`src/rtl/cva6_pma_pkg.sv`:
```
// Shared types, rule-table configuration and the range test used by the PMA lookup.
package cva6_pma_pkg;

  localparam int unsigned MaxRules = 16;

  typedef struct packed {
    logic cached;
    logic exec;
    logic nonidem;
    logic unmapped;
  } pma_attr_t;

  typedef struct packed {
    int unsigned                     NrNonIdempotentRules;
    logic [MaxRules-1:0][63:0]       NonIdempotentAddrBase;
    logic [MaxRules-1:0][63:0]       NonIdempotentLength;
    int unsigned                     NrExecuteRegionRules;
    logic [MaxRules-1:0][63:0]       ExecuteRegionAddrBase;
    logic [MaxRules-1:0][63:0]       ExecuteRegionLength;
    int unsigned                     NrCachedRegionRules;
    logic [MaxRules-1:0][63:0]       CachedRegionAddrBase;
    logic [MaxRules-1:0][63:0]       CachedRegionLength;
  } pma_cfg_t;

  // Default build: Debug, BootROM and DRAM executable, DRAM cached, no I/O windows.
  function automatic pma_cfg_t default_cfg();
    pma_cfg_t cfg;
    cfg = '0;
    cfg.NrNonIdempotentRules     = 2;
    cfg.NrExecuteRegionRules     = 3;
    cfg.ExecuteRegionAddrBase[0] = 64'h0000_0000;
    cfg.ExecuteRegionLength[0]   = 64'h0000_1000;
    cfg.ExecuteRegionAddrBase[1] = 64'h0001_0000;
    cfg.ExecuteRegionLength[1]   = 64'h0001_0000;
    cfg.ExecuteRegionAddrBase[2] = 64'h8000_0000;
    cfg.ExecuteRegionLength[2]   = 64'h4000_0000;
    cfg.NrCachedRegionRules      = 1;
    cfg.CachedRegionAddrBase[0]  = 64'h8000_0000;
    cfg.CachedRegionLength[0]    = 64'h4000_0000;
    return cfg;
  endfunction

  localparam pma_cfg_t DefaultCfg = default_cfg();

  // The end address is formed in 65 bits so a region touching 2^64 cannot wrap.
  function automatic logic range_hit(input logic [63:0] addr,
                                     input logic [63:0] base,
                                     input logic [63:0] len);
    logic [64:0] w_end;
    w_end = {1'b0, base} + {1'b0, len};
    return (len != 64'd0) && (addr >= base) && ({1'b0, addr} < w_end);
  endfunction

endpackage

```
`src/rtl/cva6_pma_range_match.sv`:
```
// Matches one address against a table of base/length rules; rules past NrRules never hit.
module cva6_pma_range_match
  import cva6_pma_pkg::*;
#(
  parameter int unsigned               NrRules  = 0,
  parameter logic [MaxRules-1:0][63:0] AddrBase = '0,
  parameter logic [MaxRules-1:0][63:0] Length   = '0
) (
  input  logic [63:0]         i_addr,
  output logic [MaxRules-1:0] o_hit,
  output logic                o_any
);

  genvar gi;
  generate
    for (gi = 0; gi < MaxRules; gi++) begin : g_rule
      if (gi < int'(NrRules)) begin : g_active
        assign o_hit[gi] = range_hit(i_addr, AddrBase[gi], Length[gi]);
      end else begin : g_unused
        assign o_hit[gi] = 1'b0;
      end
    end
  endgenerate

  assign o_any = |o_hit;

endmodule

```
`src/rtl/cva6_pma_lookup.sv`:
```
// Two-stage PMA attribute lookup with valid/ready handshake, full backpressure and flush.
module cva6_pma_lookup
  import cva6_pma_pkg::*;
#(
  parameter pma_cfg_t    CVA6Cfg   = DefaultCfg,
  parameter int unsigned AddrWidth = 64,
  parameter int unsigned IdWidth   = 4
) (
  input  logic                 clk_i,
  input  logic                 rst_ni,
  input  logic                 flush_i,
  input  logic                 req_valid_i,
  output logic                 req_ready_o,
  input  logic [AddrWidth-1:0] req_addr_i,
  input  logic [IdWidth-1:0]   req_id_i,
  output logic                 rsp_valid_o,
  input  logic                 rsp_ready_i,
  output logic [IdWidth-1:0]   rsp_id_o,
  output logic                 rsp_cached_o,
  output logic                 rsp_exec_o,
  output logic                 rsp_nonidem_o,
  output logic                 rsp_unmapped_o
);

  logic                 r_s1_valid;
  logic [AddrWidth-1:0] r_s1_addr;
  logic [IdWidth-1:0]   r_s1_id;
  logic                 r_s2_valid;
  logic [IdWidth-1:0]   r_s2_id;
  pma_attr_t            r_s2_attr;

  logic                 w_s2_adv;
  logic                 w_s1_adv;
  logic [63:0]          w_addr64;
  logic [MaxRules-1:0]  w_cached_hit;
  logic [MaxRules-1:0]  w_exec_hit;
  logic [MaxRules-1:0]  w_nonidem_hit;
  logic                 w_cached_any;
  logic                 w_exec_any;
  logic                 w_nonidem_any;
  pma_attr_t            w_attr;

  // Ready depends only on pipeline state, rsp_ready_i and flush_i, never on req_valid_i.
  assign w_s2_adv    = !r_s2_valid || rsp_ready_i;
  assign w_s1_adv    = !r_s1_valid || w_s2_adv;
  assign req_ready_o = w_s1_adv && !flush_i;

  always_comb begin
    w_addr64                = '0;
    w_addr64[AddrWidth-1:0] = r_s1_addr;
  end

  cva6_pma_range_match #(
    .NrRules  (CVA6Cfg.NrCachedRegionRules),
    .AddrBase (CVA6Cfg.CachedRegionAddrBase),
    .Length   (CVA6Cfg.CachedRegionLength)
  ) u_cached (
    .i_addr (w_addr64),
    .o_hit  (w_cached_hit),
    .o_any  (w_cached_any)
  );

  cva6_pma_range_match #(
    .NrRules  (CVA6Cfg.NrExecuteRegionRules),
    .AddrBase (CVA6Cfg.ExecuteRegionAddrBase),
    .Length   (CVA6Cfg.ExecuteRegionLength)
  ) u_exec (
    .i_addr (w_addr64),
    .o_hit  (w_exec_hit),
    .o_any  (w_exec_any)
  );

  cva6_pma_range_match #(
    .NrRules  (CVA6Cfg.NrNonIdempotentRules),
    .AddrBase (CVA6Cfg.NonIdempotentAddrBase),
    .Length   (CVA6Cfg.NonIdempotentLength)
  ) u_nonidem (
    .i_addr (w_addr64),
    .o_hit  (w_nonidem_hit),
    .o_any  (w_nonidem_any)
  );

  always_comb begin
    w_attr          = '0;
    w_attr.cached   = w_cached_any;
    w_attr.exec     = w_exec_any;
    w_attr.nonidem  = w_nonidem_any;
    w_attr.unmapped = ~|(w_cached_hit | w_exec_hit | w_nonidem_hit);
  end

  always_ff @(posedge clk_i or negedge rst_ni) begin
    if (!rst_ni) begin
      r_s1_valid <= 1'b0;
      r_s1_addr  <= '0;
      r_s1_id    <= '0;
    end else begin
      if (flush_i) begin
        r_s1_valid <= 1'b0;
      end else if (w_s1_adv) begin
        r_s1_valid <= req_valid_i;
      end
      if (req_valid_i && req_ready_o) begin
        r_s1_addr <= req_addr_i;
        r_s1_id   <= req_id_i;
      end
    end
  end

  // Data flops only load on a real transfer so held responses stay stable.
  always_ff @(posedge clk_i or negedge rst_ni) begin
    if (!rst_ni) begin
      r_s2_valid <= 1'b0;
      r_s2_id    <= '0;
      r_s2_attr  <= '0;
    end else begin
      if (flush_i) begin
        r_s2_valid <= 1'b0;
      end else if (w_s2_adv) begin
        r_s2_valid <= r_s1_valid;
      end
      if (w_s2_adv && r_s1_valid) begin
        r_s2_id   <= r_s1_id;
        r_s2_attr <= w_attr;
      end
    end
  end

  assign rsp_valid_o    = r_s2_valid;
  assign rsp_id_o       = r_s2_id;
  assign rsp_cached_o   = r_s2_attr.cached;
  assign rsp_exec_o     = r_s2_attr.exec;
  assign rsp_nonidem_o  = r_s2_attr.nonidem;
  assign rsp_unmapped_o = r_s2_attr.unmapped;

endmodule

```
`config.mk`:
```
export PLATFORM = sky130hd
export DESIGN_NAME = cva6_pma_lookup
export DESIGN_NICKNAME = d
export VERILOG_FILES = /design/src/rtl/cva6_pma_pkg.sv /design/src/rtl/cva6_pma_range_match.sv /design/src/rtl/cva6_pma_lookup.sv
export SDC_FILE = /design/constraint.sdc
export NUM_CORES = 1
export LEC_CHECK = 0
export ABC_AREA = 0
export CAP_MARGIN = 20
export CELL_PAD_IN_SITES_DETAIL_PLACEMENT = 0
export CELL_PAD_IN_SITES_GLOBAL_PLACEMENT = 2
export CORE_AREA = 2 2 92 94
export CTS_BUF_LIST = sky130_fd_sc_hd__clkbuf_2 sky130_fd_sc_hd__clkbuf_4 sky130_fd_sc_hd__clkbuf_8
export CTS_CLUSTER_SIZE = 16
export DETAILED_ROUTE_END_ITERATION = 8
export DIE_AREA = 0 0 94 96
export PLACE_DENSITY = 0.87
export RECOVER_POWER = 25
export SYNTH_ARGS = -nofsm -noshare
export SYNTH_HDL_FRONTEND = slang
export SYNTH_SLANG_ARGS = --single-unit
```
`constraint.sdc`:
```
create_clock -name clk_i -period 2.2 [get_ports clk_i]
set_input_delay 0.22 -clock clk_i [delete_from_list [all_inputs] [get_ports clk_i]]
set_output_delay 0.22 -clock clk_i [all_outputs]
set_load 0.02 [all_outputs]
```
==> impl_metrics.py, run 1 <==
metrics = {
    "power": {
        "p_leak_nw": 1.61,
        "ir_worst_vdd_uv": 389,
        "p_total_w": 0.00311,
        "p_per_area_nw_per_um2": 835,
    },
    "detailed_routing": {
        "firstDrtPassIters": 3,
        "vias": 1652,
        "drc": 0,
        "drt_iter0_markers": 41,
        "wl_per_cell_um": 13.8,
        "routed_wl_um": 5040,
        "via_per_inst": 4.53,
        "antenna_left": 0,
    },
    "clock_network": {
        "clock_path_buffers": 2,
        "clock_sinks": 65,
        "tritoncts": "done",
        "cts_root_buf": "clkbuf_8",
        "numCtsBuffers": 9,
        "insertion_delay_ns": 0.32,
        "htree_num_levels": 3,
        "clk_pin_slew_ns": 0.07,
        "ctsResizeCount": 0,
    },
    "synth": {
        "synth_nets": 253,
        "syn_inst": 180,
        "ys_types": 25,
        "yosys-top-cells-area": "dfrtp_1, mux2_2, mux2_4",
        "synth.avg_cell_area_um2": 14.9,
        "ys_ff_latch": 65,
        "synth_top_area_cell": "dfrtp_1",
        "netlist_area_um2": 2680,
        "netlist.area_leader.share_pct": 60.8,
        "seq_area_frac_synth_pct": 60.8,
        "synth_warnings": 0,
    },
    "sta": {
        "worst_slack_ns": 0.288,
        "period_share_pct": 86.9,
        "fin_crit_ns": 1.91,
        "rsz0062_at_grt": "false",
        "fin_tns_setup_ns": 0,
        "worstMarginPinSlew_ns": 0.789,
        "slew_viol_final": 0,
        "relSlewSlack_pct": 47.4,
        "hold_viol_final": 0,
        "fin_worst_skew_ns": 0.00527,
        "setup_violations": 0,
        "fmax_mhz": 523,
    },
    "grt": {
        "grt_usage_pct": 12.3,
        "grt_start_max_net_pins": 37,
        "antenna_found_initial": 0,
        "grt_pass1_wl_um": 8350,
        "overflow": 0,
        "first_global_vias": 1744,
    },
    "status": {
        "outcome": "complete, no violations",
    },
    "hold_path": {
        "hold_depth": 2,
        "min_path_type": "reg -> reg",
    },
    "finish": {
        "drive_above_1_share_pct": 30.4,
        "multi_input_comb_area_um2": 972,
        "n_fill_cell": 754,
        "nets": 329,
        "area_growth_pct": 39.4,
        "antenna_cells": 0,
        "seqCellArea_um2": 1630,
    },
    "placed_design": {
        "pre_cts_ws_ns": 0.400,
        "gp_congestion": 0.713,
        "numPortBuffers": 69,
        "hpwl_um": 3690,
    },
    "floorplan": {
        "core_um2": 8050,
        "die-area_um2": 9020,
        "chipWidth_um": 94,
        "initial_core_util_pct": 33.2,
        "io_pins": 83,
        "num_rows": 33,
        "die_h_um": 96,
    },
    "setup_path": {
        "cp.required_ns": 1.98,
        "reg2regPathDepth": 4,
        "worstPathArrival_ns": 1.69,
        "r2r_slack_ns": 0.51,
        "worstSetupPathType": "reg -> out",
        "cp-start-kind": "flop",
        "worst-path-max-fanout": 5,
        "endpoint_kind": "primary output",
    },
    "run": {
        "maxCapViolations": 0,
    },
}
[power by group]
part | switching [W] | internal, W
clock network | 0.000439 | 0.000742
registers | 0.0000948 | 0.00137
logic | 0.000155 | 0.000314
[metrics by stage]
step	instances	instance area [µm²]	hold slack [ns]	util, %
2_1_floorplan	180	2680	-0.0756	-
3_3_place_gp	349	3490	0.300	43.4
3_5_place_dp	349	3490	0.305	43.4
4_1_cts	365	3740	0.469	46.4
5_1_grt	365	3730	0.473	46.3
6_report	365	3730	0.464	46.3
[layout make-up]
type,count,share of cell area [%]
tap,105,3.52
inverter,1,0.101
sequential,65,43.6
clock buffer,9,3.32
multi-input combinational,105,26.1
clock inverter,6,2.89
timing repair buffer,74,20.5
[cells in the mapped netlist]
library cell  count
dfrtp_1          65
mux2_2           37
mux2_4           20
nand2_1          13
nor4_1           13
nor2_1            7
buf_2             4
buf_6             3
nand4_1           2
a21oi_1           1
a21oi_4           1
and2_1            1
buf_4             1
clkbuf_1          1
conb_1            1
inv_1             1
nand2_2           1
nand2b_1          1
nand3_1           1
nor2b_1           1
nor2b_4           1
nor3_1            1
o211ai_1          1
o21a_1            1
o21ai_0           1
[metal layers]
layer	share of wire, %	vias to the layer above	GRT usage [%]
li1	-	792	-
met1	45	809	14.9
met2	49	51	20.0
met3	6.4	0	5.40
met4	0	0	3.62
met5	0	-	0
[repair_timing]
item                                   CTS  global route
endpoints found under the hold margin   29             0
hold buffers                             1             0
buffers inserted                         0             0
[registers in the layout (all words and copies together) (netlist names)]
| name | cells |
|---|---|
| rsp_id_o | 4 |
| rsp_cached_o | 1 |
| r_s1_valid | 1 |
| rsp_unmapped_o | 1 |
| r_s1_addr | 52 |
| rsp_exec_o | 1 |
| rsp_valid_o | 1 |
| r_s1_id | 4 |
[placed cells by master, fill, tap and decap left out, types with 3 or more instances in the layout]
master           count
dfrtp_1             65
mux2_2              37
buf_12               3
clkbuf_8             9
nor2_1               7
nand2_1             13
mux2_4              20
nor4_1              13
clkdlybuf4s50_1     68
bufinv_16            3
[cell families (layout without fill, tap and decap cells)]
| group | Yosys count | after routing | share of synthesized area (%) |
|---|---|---|---|
| other | 1 | 1 | 0.140 |
| buffers and inverters | 10 | 90 | 2.57 |
| and+or+nand+nor | 42 | 42 | 8.14 |
| AOI/OAI and AO/OA | 5 | 5 | 1.54 |
| DFF | 65 | 65 | 60.8 |
| muxes | 57 | 57 | 26.8 |
[path summary, 6_finish.rpt]
| check | start | endpoint |
|---|---|---|
| setup / recovery | rsp_valid_o | req_ready_o |
| hold / removal | r_s1_id[1] | rsp_id_o[1] |
| setup reg to reg | r_s1_addr[54] | rsp_unmapped_o |
| hold reg to reg | r_s1_id[1] | rsp_id_o[1] |
| max in group asynchronous | rst_ni | r_s1_addr[30] |
| min in group asynchronous | rst_ni | r_s1_id[3] |
[critical path: stages, from the launching register on]
cell	delay, ns
dfrtp_1	0.34
nor2b_1	0.37
a21oi_4	0.11
clkdlybuf4s50_1	0.55
No activity file was read; power rests on OpenSTA's default activity.
==> inputs of run 2 (changes only) <==
- CORE_AREA: 2 2 92 94 -> 2 2 80 82
- DIE_AREA: 0 0 94 96 -> 0 0 82 84
- DONT_BUFFER_PORTS: unset -> 1
- PLACE_DENSITY: 0.87 -> 0.85
==> impl_metrics.py, run 2 (synthesis results as in run 1) <==
metrics = {
    "clock_network": {
        "clock_sinks": 65,
        "numCtsBuffers": 9,
        "insertion_delay_ns": 0.33,
        "htree_num_levels": 3,
        "clock_path_buffers": 2,
        "clk_pin_slew_ns": 0.07,
        "tritoncts": "done",
        "cts_root_buf": "clkbuf_8",
    },
    "setup_path": {
        "cpLargestDelayFamily": "flip-flops",
        "worstSetupPathType": "reg -> reg",
        "crit_path_start": "rsp_valid_o",
        "critPathSlowestCell": "dfrtp_1",
        "worstPathArrival_ns": 2.04,
        "cp.required_ns": 2.41,
        "slowest_delay_ns": 0.47,
        "path_buf_inv": 1,
        "reg2reg_from": "rsp_valid_o",
        "endpoint_kind": "flop",
        "worst-path-max-fanout": 24,
        "crit_chain": "nor2b_4 -> a21oi_4 -> nand2_2 -> buf_4 -> mux2_2",
        "cp-start-kind": "flop",
    },
    "finish": {
        "n_fill_cell": 524,
        "area_growth_pct": 14.3,
        "final_cell_mix": "dfrtp_1, mux2_2, mux2_4, nand2_1, nor4_1",
        "nets": 260,
        "final_common_cell": "dfrtp_1",
        "final_util_pct": 50.2,
        "drive_above_1_share_pct": 41.1,
        "largest_reg_flops": 52,
        "antenna_cells": 0,
        "top_register": "r_s1_addr",
    },
    "grt": {
        "grt_start_max_net_pins": 66,
        "antenna_found_initial": 0,
        "grt_usage_pct": 15.6,
        "grt_pass1_wl_um": 7950,
        "overflow": 0,
        "first_global_vias": 1682,
    },
    "sta": {
        "fin_tns_setup_ns": 0,
        "setup_violations": 0,
        "hold_viol_final": 0,
        "rsz0062_at_grt": "false",
        "period_share_pct": 83.0,
        "slew_viol_final": 0,
        "fin_crit_ns": 1.83,
        "fin_worst_skew_ns": 0.00664,
        "fmax_mhz": 548,
        "relSlewSlack_pct": 61.9,
        "worstMarginPinSlew_ns": 0.571,
    },
    "detailed_routing": {
        "antenna_left": 0,
        "wl_per_cell_um": 18.1,
        "routed_wl_um": 4860,
        "vias": 1401,
        "via_per_inst": 5.21,
        "drt_iter0_markers": 35,
        "drc": 0,
        "firstDrtPassIters": 4,
    },
    "floorplan": {
        "die_h_um": 84,
        "initial_core_util_pct": 43.9,
        "chipWidth_um": 82,
        "num_rows": 29,
        "io_pins": 83,
        "die-area_um2": 6890,
        "core_um2": 6100,
    },
    "placed_design": {
        "numPortBuffers": 0,
        "gp_congestion": 0.725,
        "hpwl_um": 3420,
    },
    "hold_path": {
        "min_path_type": "in -> reg",
        "hp-start": "req_addr_i[31]",
    },
    "power": {
        "p_leak_nw": 1.37,
        "p_per_area_nw_per_um2": 1030,
        "ir_worst_vdd_uv": 514,
    },
    "run": {
        "maxCapViolations": 0,
    },
    "status": {
        "outcome": "complete, no violations",
    },
}
-- run 2: per-stage QoR --
| stage | area [µm²] | std cells | power (W) | hold slack, ns | setup slack (ns) |
|---|---|---|---|---|---|
| floorplan | 2680 | 180 | 0.00173 | -0.0756 | 0.557 |
| global placement | 2730 | 250 | 0.00177 | -0.0738 | 0.460 |
| detailed placement | 2730 | 250 | 0.00180 | -0.0741 | 0.402 |
| CTS | 3060 | 269 | 0.00321 | 0.0128 | 0.369 |
| global route | 3060 | 269 | 0.00330 | 0.00989 | 0.292 |
| finish | 3060 | 269 | 0.00316 | 0.0313 | 0.374 |
-- run 2: timing repair --
action / 4_1_cts / 5_1_grt
hold buffers: 3 / 0
setup buffers: 0 / 0
setup endpoints to repair: 0 / 0
endpoints found under the hold margin: 67 / 0
gates resized for setup: 0 / 0
-- run 2: layer usage --
layer	GRT usage [%]	vias to the layer above	part of all wire, %
met1	17.3	706	39
met2	26.4	43	52
met3	6.82	7	7.1
li1	-	645	-
met4	5.00	0	1.3
met5	0	-	0
-- run 2: worst paths after layout --
kind	end	slack, ns	cells past startpoint
max	r_s1_addr[52]	0.37	5
min	r_s1_addr[31]	0.03	1
max reg2reg	r_s1_addr[52]	0.37	5
min reg2reg	rsp_id_o[2]	0.47	2
max in group asynchronous	r_s1_addr[19]	1.50	2
min in group asynchronous	rsp_valid_o	0.43	2
-- run 2: final cells by class --
class | count | area [µm²] | share of cell area (%)
inverter | 1 | 3.75 | 0.123
multi-input combinational | 105 | 980 | 32.0
sequential | 65 | 1630 | 53.2
clock inverter | 5 | 125 | 4.09
tap | 77 | 96.3 | 3.15
timing repair buffer | 5 | 75.1 | 2.45
clock buffer | 11 | 151 | 4.95
-- run 2: power by group --
group	internal [W]	leakage, nW	switching [W]
Sequential	0.00137	0.770	0.000117
Combinational	0.000196	0.456	0.000121
Clock	0.000928	0.140	0.000429
==> inputs of run 3 (changes only) <==
- CORE_AREA: 2 2 80 82 -> 2 2 86 88
- DIE_AREA: 0 0 82 84 -> 0 0 88 90
- PLACE_DENSITY: 0.85 -> 0.78
- clock period: 2.2 -> 1.5 ns (I/O delays scaled with it)
==> impl_metrics.py, run 3 (synthesis results as in run 1) <==
metrics = {
    "clock_network": {
        "cts_root_buf": "clkbuf_8",
        "htree_num_levels": 3,
        "clock_path_buffers": 2,
        "hold_buffers": 59,
        "clk_pin_slew_ns": 0.08,
        "clock_sinks": 65,
        "numCtsBuffers": 9,
        "insertion_delay_ns": 0.34,
        "tritoncts": "done",
    },
    "floorplan": {
        "die_h_um": 90,
        "chipWidth_um": 88,
        "die-area_um2": 7920,
        "io_pins": 83,
        "num_rows": 31,
        "initial_core_util_pct": 38.1,
        "core_um2": 7020,
    },
    "sta": {
        "holdWs_ns": -0.506,
        "period_share_pct": 98.3,
        "fin_crit_ns": 1.47,
        "slew_viol_final": 0,
        "fin_worst_skew_ns": 0.0125,
        "worst_slack_ns": 0.0252,
        "setup_violations": 0,
        "hold_viol_final": 65,
        "fmax_mhz": 678,
        "rsz0062_at_grt": "true",
    },
    "setup_path": {
        "worstPathArrival_ns": 1.69,
        "worstSetupPathType": "reg -> reg",
        "reg2regPathDepth": 5,
        "worst-path-max-fanout": 15,
        "slowest_delay_ns": 0.40,
        "critPathSlowestCell": "dfrtp_2",
        "cp.required_ns": 1.71,
        "crit_chain": "nor2b_4 -> a21oi_4 -> nand2_4 -> clkbuf_16 -> mux2_4",
        "endpoint_kind": "flop",
        "path_buf_inv": 1,
        "cpLargestDelayFamily": "flip-flops",
        "path_depth": 5,
        "cp-start-kind": "flop",
    },
    "detailed_routing": {
        "antenna_left": 0,
        "firstDrtPassIters": 4,
        "drt_iter0_markers": 50,
        "wl_per_cell_um": 15.6,
        "via_per_inst": 4.66,
        "vias": 1648,
        "drc": 0,
        "routed_wl_um": 5520,
    },
    "placed_design": {
        "placed_area_um2": 2810,
        "numPortBuffers": 0,
        "gp_congestion": 0.702,
        "hpwl_um": 3320,
        "pre_cts_ws_ns": -0.0733,
    },
    "run": {
        "maxCapViolations": 0,
    },
    "finish": {
        "final_cell_mix": "dfrtp_1, dlygate4sd3_1, mux2_2, mux2_4, nand2_1",
        "top_register": "r_s1_addr",
        "final_common_cell": "dfrtp_1",
        "nets": 323,
        "fin_area_um2": 3780,
        "antenna_cells": 0,
        "largest_reg_flops": 52,
        "area_growth_pct": 41.2,
        "drive_above_1_share_pct": 37.3,
    },
    "power": {
        "p_leak_nw": 1.65,
        "ir_worst_vdd_uv": 722,
        "p_per_area_nw_per_um2": 1230,
    },
    "grt": {
        "grt_pass1_wl_um": 8940,
        "grt_start_max_net_pins": 66,
        "first_global_vias": 1819,
        "overflow": 0,
        "grt_usage_pct": 15.0,
        "antenna_found_initial": 0,
    },
    "status": {
        "outcome": "finished, violations left",
        "violations": "hold timing",
    },
    "hold_path": {
        "min_path_type": "in -> async",
    },
}
run 3: through the flow:
step | instances | TNS [ns] | util (%) | power [W]
floorplan | 180 | -2.10 | - | 0.00254
global placement | 276 | -0.0592 | 40.0 | 0.00262
detailed placement | 276 | -0.0814 | 40.0 | 0.00264
CTS | 351 | 0 | 52.2 | 0.00463
global route | 354 | -0.509 | 53.8 | 0.00485
finish | 354 | 0 | 53.8 | 0.00463
run 3: repair_timing:
action                                 in CTS  in global routing
gates resized for setup                     3                 11
setup endpoints to repair                   7                 19
endpoints found under the hold margin     123                 65
pin swaps                                   0                  8
setup buffers                               0                  1
cloned                                      0                  2
run 3: cell type report:
class / instances / area (µm²)
Inverter: 1 / 3.75
Tap cell: 99 / 124
Fill cell: 584 / 3240
Clock buffer: 10 / 138
Clock inverter: 6 / 115
Timing Repair Buffer: 68 / 718
Sequential cell: 65 / 1630
Multi-Input combinational cell: 105 / 1050
run 3: path summary, 6_finish.rpt:
| kind | from | to | slack [ns] |
|---|---|---|---|
| setup reg to reg | rsp_valid_o | r_s1_addr[32] | 0.03 |
| max in group asynchronous | rst_ni | r_s1_addr[33] | 1.88 |
| min in group clk_i | rsp_ready_i | r_s1_valid | 0.07 |
| hold reg to reg | r_s1_id[0] | rsp_id_o[0] | 0.47 |
| setup / recovery | rsp_valid_o | r_s1_addr[32] | 0.03 |
| hold / removal | rst_ni | r_s1_addr[46] | -0.51 |
run 3: layer usage:
metal	share of wire, %	vias to the layer above	wire length [µm]	GRT usage, %
met2	50	48	2770	24.4
li1	-	773	-	-
met5	0	-	0	0
met1	44	820	2410	17.9
met4	1.3	0	73	4.62
met3	4.9	7	270	6.06
run 3: report_power, final:
part / internal, W / total (W) / switching, W
Sequential: 0.00201 / 0.00220 / 0.000191
Combinational: 0.000418 / 0.000591 / 0.000174
Clock: 0.00115 / 0.00184 / 0.000686
Total: 0.00358 / 0.00463 / 0.00105
